## src/rtl/pipe_ctrl_pkg.sv

```systemverilog
`default_nettype none
// ============================================================================
// pipe_ctrl_pkg
// Shared types and helpers for the five-stage pipeline hazard controller.
// Revision: 1.0
// ============================================================================
package pipe_ctrl_pkg;

    localparam int CNT_W_DEFAULT = 16;

    typedef enum logic [1:0] {
        FWD_REGF  = 2'b00,
        FWD_EXMEM = 2'b10,
        FWD_MEMWB = 2'b01,
        FWD_RET   = 2'b11
    } fwd_sel_e;

    typedef enum logic [0:0] {
        ST_RUN    = 1'b0,
        ST_FROZEN = 1'b1
    } state_e;

    typedef struct packed {
        logic [4:0] rd;
        logic       we;
        logic       load;
    } sb_entry_t;

    // $0 is hardwired, so a write to it never creates a dependency.
    function automatic logic sb_match(input sb_entry_t e, input logic [4:0] r, input logic use_r);
        return use_r && e.we && (e.rd != 5'd0) && (e.rd == r);
    endfunction

    function automatic fwd_sel_e fwd_pick(input sb_entry_t mem, input sb_entry_t wb,
                                          input sb_entry_t ret, input logic [4:0] r,
                                          input logic use_r);
        if (sb_match(mem, r, use_r))      return FWD_EXMEM;
        else if (sb_match(wb, r, use_r))  return FWD_MEMWB;
        else if (sb_match(ret, r, use_r)) return FWD_RET;
        else                              return FWD_REGF;
    endfunction

endpackage
`default_nettype wire

```

## src/rtl/hz_sat_counter.sv

```systemverilog
`default_nettype none
// ============================================================================
// hz_sat_counter
// Event counter that increments on enable and sticks at all-ones.
// Revision: 1.0
// ============================================================================
module hz_sat_counter #(
    parameter int WIDTH = 16
) (
    input  logic             clk_i,
    input  logic             rst_n,
    input  logic             en_i,
    output logic [WIDTH-1:0] cnt_o
);

    localparam logic [WIDTH-1:0] c_ONE = {{(WIDTH-1){1'b0}}, 1'b1};

    logic [WIDTH-1:0] r_cnt;

    always_ff @(posedge clk_i or negedge rst_n) begin
        if (!rst_n) begin
            r_cnt <= '0;
        end else if (en_i && (r_cnt != '1)) begin
            r_cnt <= r_cnt + c_ONE;
        end
    end

    assign cnt_o = r_cnt;

endmodule
`default_nettype wire

```

## src/rtl/pipe_hazard_ctrl.sv

```systemverilog
`default_nettype none
// ============================================================================
// pipe_hazard_ctrl
// Stall/flush/freeze sequencing and EX forwarding selects for a 5-stage MIPS.
// Revision: 1.0
// ============================================================================
module pipe_hazard_ctrl
    import pipe_ctrl_pkg::*;
#(
    parameter int CNT_W = CNT_W_DEFAULT
) (
    input  logic             clk_i,
    input  logic             rst_n,
    input  logic [4:0]       id_rs_i,
    input  logic [4:0]       id_rt_i,
    input  logic             id_use_rs_i,
    input  logic             id_use_rt_i,
    input  logic [4:0]       id_rd_i,
    input  logic             id_regwrite_i,
    input  logic             id_memread_i,
    input  logic             ex_redirect_i,
    input  logic             mem_busy_i,
    output logic             pc_we_o,
    output logic             ifid_we_o,
    output logic             ifid_flush_o,
    output logic             idex_bubble_o,
    output logic             exmem_we_o,
    output logic             memwb_we_o,
    output logic [1:0]       fwd_a_o,
    output logic [1:0]       fwd_b_o,
    output logic [CNT_W-1:0] stall_cnt_o,
    output logic [CNT_W-1:0] flush_cnt_o
);

    state_e    r_state;
    state_e    w_state_nxt;
    sb_entry_t r_ex, r_mem, r_wb, r_ret;
    logic [4:0] r_ex_rs, r_ex_rt;
    logic       r_ex_use_rs, r_ex_use_rt;

    logic w_frozen, w_redirect, w_load_use, w_stall;
    logic w_unused_ret_load;

    always_comb begin
        w_state_nxt = r_state;
        case (r_state)
            ST_RUN:    if (mem_busy_i)  w_state_nxt = ST_FROZEN;
            ST_FROZEN: if (!mem_busy_i) w_state_nxt = ST_RUN;
            default:   w_state_nxt = ST_RUN;
        endcase
    end

    // Gating with rst_n makes the outputs show reset values while reset is held,
    // even if mem_busy_i or ex_redirect_i are still asserted.
    assign w_frozen   = rst_n & (w_state_nxt == ST_FROZEN);
    assign w_redirect = rst_n & ~w_frozen & ex_redirect_i;
    assign w_load_use = rst_n & r_ex.load &
                        (sb_match(r_ex, id_rs_i, id_use_rs_i) | sb_match(r_ex, id_rt_i, id_use_rt_i));
    assign w_stall    = w_load_use & ~w_frozen & ~w_redirect;

    assign pc_we_o       = ~w_frozen & ~w_stall;
    assign ifid_we_o     = ~w_frozen & ~w_stall;
    assign ifid_flush_o  = w_redirect;
    assign idex_bubble_o = w_redirect | w_stall;
    assign exmem_we_o    = ~w_frozen;
    assign memwb_we_o    = ~w_frozen;

    always_ff @(posedge clk_i or negedge rst_n) begin
        if (!rst_n) begin
            r_state     <= ST_RUN;
            r_ex        <= '0;
            r_mem       <= '0;
            r_wb        <= '0;
            r_ret       <= '0;
            r_ex_rs     <= 5'd0;
            r_ex_rt     <= 5'd0;
            r_ex_use_rs <= 1'b0;
            r_ex_use_rt <= 1'b0;
        end else begin
            r_state <= w_state_nxt;
            if (!w_frozen) begin
                r_ret <= r_wb;
                r_wb  <= r_mem;
                r_mem <= r_ex;
                if (idex_bubble_o) begin
                    r_ex        <= '0;
                    r_ex_rs     <= 5'd0;
                    r_ex_rt     <= 5'd0;
                    r_ex_use_rs <= 1'b0;
                    r_ex_use_rt <= 1'b0;
                end else begin
                    r_ex        <= '{rd: id_rd_i, we: id_regwrite_i, load: id_memread_i};
                    r_ex_rs     <= id_rs_i;
                    r_ex_rt     <= id_rt_i;
                    r_ex_use_rs <= id_use_rs_i;
                    r_ex_use_rt <= id_use_rt_i;
                end
            end
        end
    end

    assign fwd_a_o = fwd_pick(r_mem, r_wb, r_ret, r_ex_rs, r_ex_use_rs);
    assign fwd_b_o = fwd_pick(r_mem, r_wb, r_ret, r_ex_rt, r_ex_use_rt);

    // The retired slot's load flag has no consumer; it is kept for slot symmetry.
    assign w_unused_ret_load = r_ret.load;

    hz_sat_counter #(.WIDTH(CNT_W)) u_stall_cnt (
        .clk_i (clk_i),
        .rst_n (rst_n),
        .en_i  (w_stall),
        .cnt_o (stall_cnt_o)
    );

    hz_sat_counter #(.WIDTH(CNT_W)) u_flush_cnt (
        .clk_i (clk_i),
        .rst_n (rst_n),
        .en_i  (w_redirect),
        .cnt_o (flush_cnt_o)
    );

endmodule
`default_nettype wire

```

## config.mk

```make
export PLATFORM = sky130hd
export DESIGN_NAME = pipe_hazard_ctrl
export DESIGN_NICKNAME = d
export VERILOG_FILES = /design/src/rtl/pipe_ctrl_pkg.sv /design/src/rtl/hz_sat_counter.sv /design/src/rtl/pipe_hazard_ctrl.sv
export SDC_FILE = /design/constraint.sdc
export NUM_CORES = 1
export LEC_CHECK = 0
export BUFFER_PORTS_ARGS = -buffer_cell sky130_fd_sc_hd__buf_2
export CAP_MARGIN = 20
export CORE_UTILIZATION = 46
export CTS_CLUSTER_DIAMETER = 120
export CTS_CLUSTER_SIZE = 14
export DETAILED_ROUTE_END_ITERATION = 10
export PLACE_DENSITY = 0.68
export SYNTH_ARGS = -nofsm -noshare
export SYNTH_HDL_FRONTEND = slang
export SYNTH_SLANG_ARGS = --single-unit
```

## constraint.sdc

```tcl
create_clock -name clk_i -period 3 [get_ports clk_i]
set_clock_uncertainty 0.05 [all_clocks]
set_input_delay 0.15 -clock clk_i [delete_from_list [all_inputs] [get_ports clk_i]]
set_output_delay 0.15 -clock clk_i [all_outputs]
set_load 0.05 [all_outputs]
```

==> results.md <==
- Worst Path Required: 2.80 ns
- Area grow syn2layout: 17.3%
- Total track usage: 0.220
- Initial antenna violation count: 0
- Crit share post-route: 0.811
- Core Box Area: 7730 sq um
- P_sw: 0.000786 W
- 1st-iter DRT viols: 138
- I/O pin count: 65
- Root buffer cell: clkbuf_8
- Vias per cell: 5.31
- Fin. Hold Viols: 0
- Routed WL: 8480 microns
- Largest net degree at the start of global routing: 56
- Critical path type: reg -> out
- Met1 Use GR: 0.292
- Share of cells above drive strength 1: 0.213
- GR Overflow Total: 0
- Commonest non-fill, non-tap cell in the layout: nand2_1
- CP startpoint kind: flop
- Clk slew on worst S/H paths: 0.07 ns
- Post-synthesis simple-gate area fraction: 0.250
- Clk pwr share: 0.326
- Largest family of logic cells by synthesized area: simple AND/OR/NAND/NOR gates
- Status: complete, no violations
- Worst-Skew Late Latency: 0.34 ns
- FFs w/ async S/R, synth: 1.00
- Wirelength per Cell: 15.1 microns
- Slew HR: 0.542
- # rows: 32
- Vias in the first global route: 2,912
- Antenna diode count: 0
- Hold Crit Class: in -> reg
- Reg power frac: 0.476
- PostCTS Resize Cnt: 0
- Initial core utilization: 0.474
- Maximum VDD drop: 0.626 mV
- Global-route wire length before repair: 14,300 microns
- Antenna viol nets, final: 0
- Met2 usage: 0.359
- Final setup viols: 0
- Synthesized instance count: 389
- Synthesized area per cell: 9.41 sq um
- Post-Synth Adder-Cell Area: 0.00684
- CTS buffer count: 9
- Total iterations of the first detailed-routing run: 4
- Setup TNS: 0 ns
- Power per Cell Area: 560 nW/um^2
- Die height: 91.2 microns
- Ys flop type: dfrtp_1
- DIE AREA: 8320 sq um
- Vias: 2,985
- CTS tree: done
- Max Cap Violations: 0
- Die X: 91.2 microns
- PortBufs: 64
- Crit-path cells: or4_4 -> o2111ai_4 -> nor3_1 -> nor2_1 -> buf_2
- Pint: 0.00162 W
- DP HPWL: 6200 microns
- Final total power: 0.00240 W
- Worst Hold Slack: 0.0108 ns
- Seq/Total Area, Yosys: 0.472
- CTS sink cnt: 69
- GRT busiest layer: met2
- Htree depth: 3
- Synth cell types: 42
- # DRC: 0
- Synth Area in XOR/XNOR: 0.164
- Slowest CP cell: or4_4
- Critical path arrival: 2.23 ns
- Synth warnings: 0
- Synthesized cell area: 3660 sq um
- GP Congestion: 0.852
- Fin nets: 480
- RSZ-0062 raised after global routing: false
- Met3 GRT Util: 0.0352
- Max clock buf depth: 2
- Slew @ Worst Pin: 0.687 ns
- Post-synth EDFFs: 0
- Mux contribution to synthesized area: 0.00889
- Final Critical Period: 2.43 ns
- Worst-path maximum fanout: 7
- Post-Syn Nets: 414
- Complex-gate fraction of the synthesized area: 0.0704
- Slew Limit Fails: 0
- Slowest stage delay, CP: 0.58 ns
- Comb pwr share: 0.198
- Critical path endpoint category: output pin
- Most frequent cells in the layout: nand2_1 (86), dfrtp_1 (69), buf_2 (64), xnor2_1 (36), nand3_1 (36)
- Fmax: 0.411 GHz
- Static Leak: 2.05 nW
- Yosys reg bits: 69
- Net switching fraction of the power: 0.327
-- registers in the layout, indices dropped and copies added, names as in the netlist --
signal and cells:
r_ex_rs 5, r_ex_use_rt 1, u_stall_cnt.cnt_o 16, r_ret 6, r_ex 7, r_mem 6
r_ex_rt 5, r_wb 6, r_ex_use_rs 1, u_flush_cnt.cnt_o 16
-- power by group through the flow --
stage                     Combinational [W]  Clock [W]  Sequential (W)
after CTS                          0.000481   0.000802         0.00114
after detailed placement           0.000479          0         0.00116
after global routing               0.000525   0.000852         0.00116
after floorplan                    0.000249          0         0.00124
final                              0.000475   0.000783         0.00114
after global placement             0.000466          0         0.00116
-- kinds of logic (layout without fill, tap and decap cells) --
logic type      Yosys count  in the layout
xor+xnor                 67             67
flops                    69             69
mux                       3              3
buf+inv                  21             92
compound gates           37             37
fa+ha+maj                 2              2
simple gates            190            190
-- what timing repair did --
item                                    4_1_cts  5_1_grt
buffers inserted                              0        0
hold buffers                                  2        0
endpoints found under the setup margin        0        0
hold endpoints to repair                     15        0
-- critical path, delay by kind of cell, from the launching register on --
kind	cells	cell delay (ns)
and+or+nand+nor	3	0.83
DFF	1	0.45
AOI/OAI and AO/OA	1	0.33
buffers and inverters	1	0.28
-- cell type report --
| cell class | count | area, sq um |
|---|---|---|
| multi-input cells | 299 | 1830 |
| flip-flops and latches | 69 | 1730 |
| well taps | 102 | 128 |
| repair buffers | 71 | 378 |
| clock buffers | 11 | 151 |
| inverters | 5 | 18.8 |
| fillers | 705 | 3430 |
| clock inverters | 5 | 58.8 |
-- synthesized netlist by cell type (all sizes together), types with 3 or more instances --
cell type / number / area, sq um
nand4: 14 / 87.6
nor4: 12 / 75.1
or4: 5 / 45.0
and3: 5 / 31.3
dfrtp: 69 / 1730
nand2: 87 / 329
o22ai: 3 / 18.8
inv: 5 / 18.8
nor3: 8 / 45.0
nor2: 15 / 63.8
nand3: 36 / 180
o22a: 3 / 27.5
xor2: 29 / 254
o21ai: 22 / 110
clkbuf: 10 / 38.8
xnor2: 38 / 348
buf: 6 / 45.0
-- metal layers --
metal,routed length (microns),up-vias,share of wire
met3,301,15,0.035
met1,3930,1427,0.46
met2,4090,66,0.48
met5,0,-,0
met4,158,0,0.019
li1,-,1477,-
-- worst paths after layout --
kind	from	endpoint	slack, ns	cells after the start
setup / recovery	r_ex[3]	ifid_we_o	0.57	5
hold / removal	id_rd_i[3]	r_ex[5]	0.01	3
setup reg to reg	r_ex[3]	u_stall_cnt.cnt_o[1]	0.90	5
hold reg to reg	r_ret[1]	r_ret[1]	0.43	2
max in group asynchronous	rst_n	r_mem[1]	1.59	3
min in group asynchronous	rst_n	u_stall_cnt.cnt_o[7]	0.25	2
-- metrics by stage --
step	instances	setup slack [ns]	util	instance area [sq um]
after floorplan	389	0.452	-	3660
final	562	0.567	0.556	4290
after CTS	562	0.554	0.556	4290
after detailed placement	544	0.858	0.526	4060
after global routing	562	0.485	0.556	4290
after global placement	544	0.962	0.526	4060
Power figures use the tool's default switching activity.
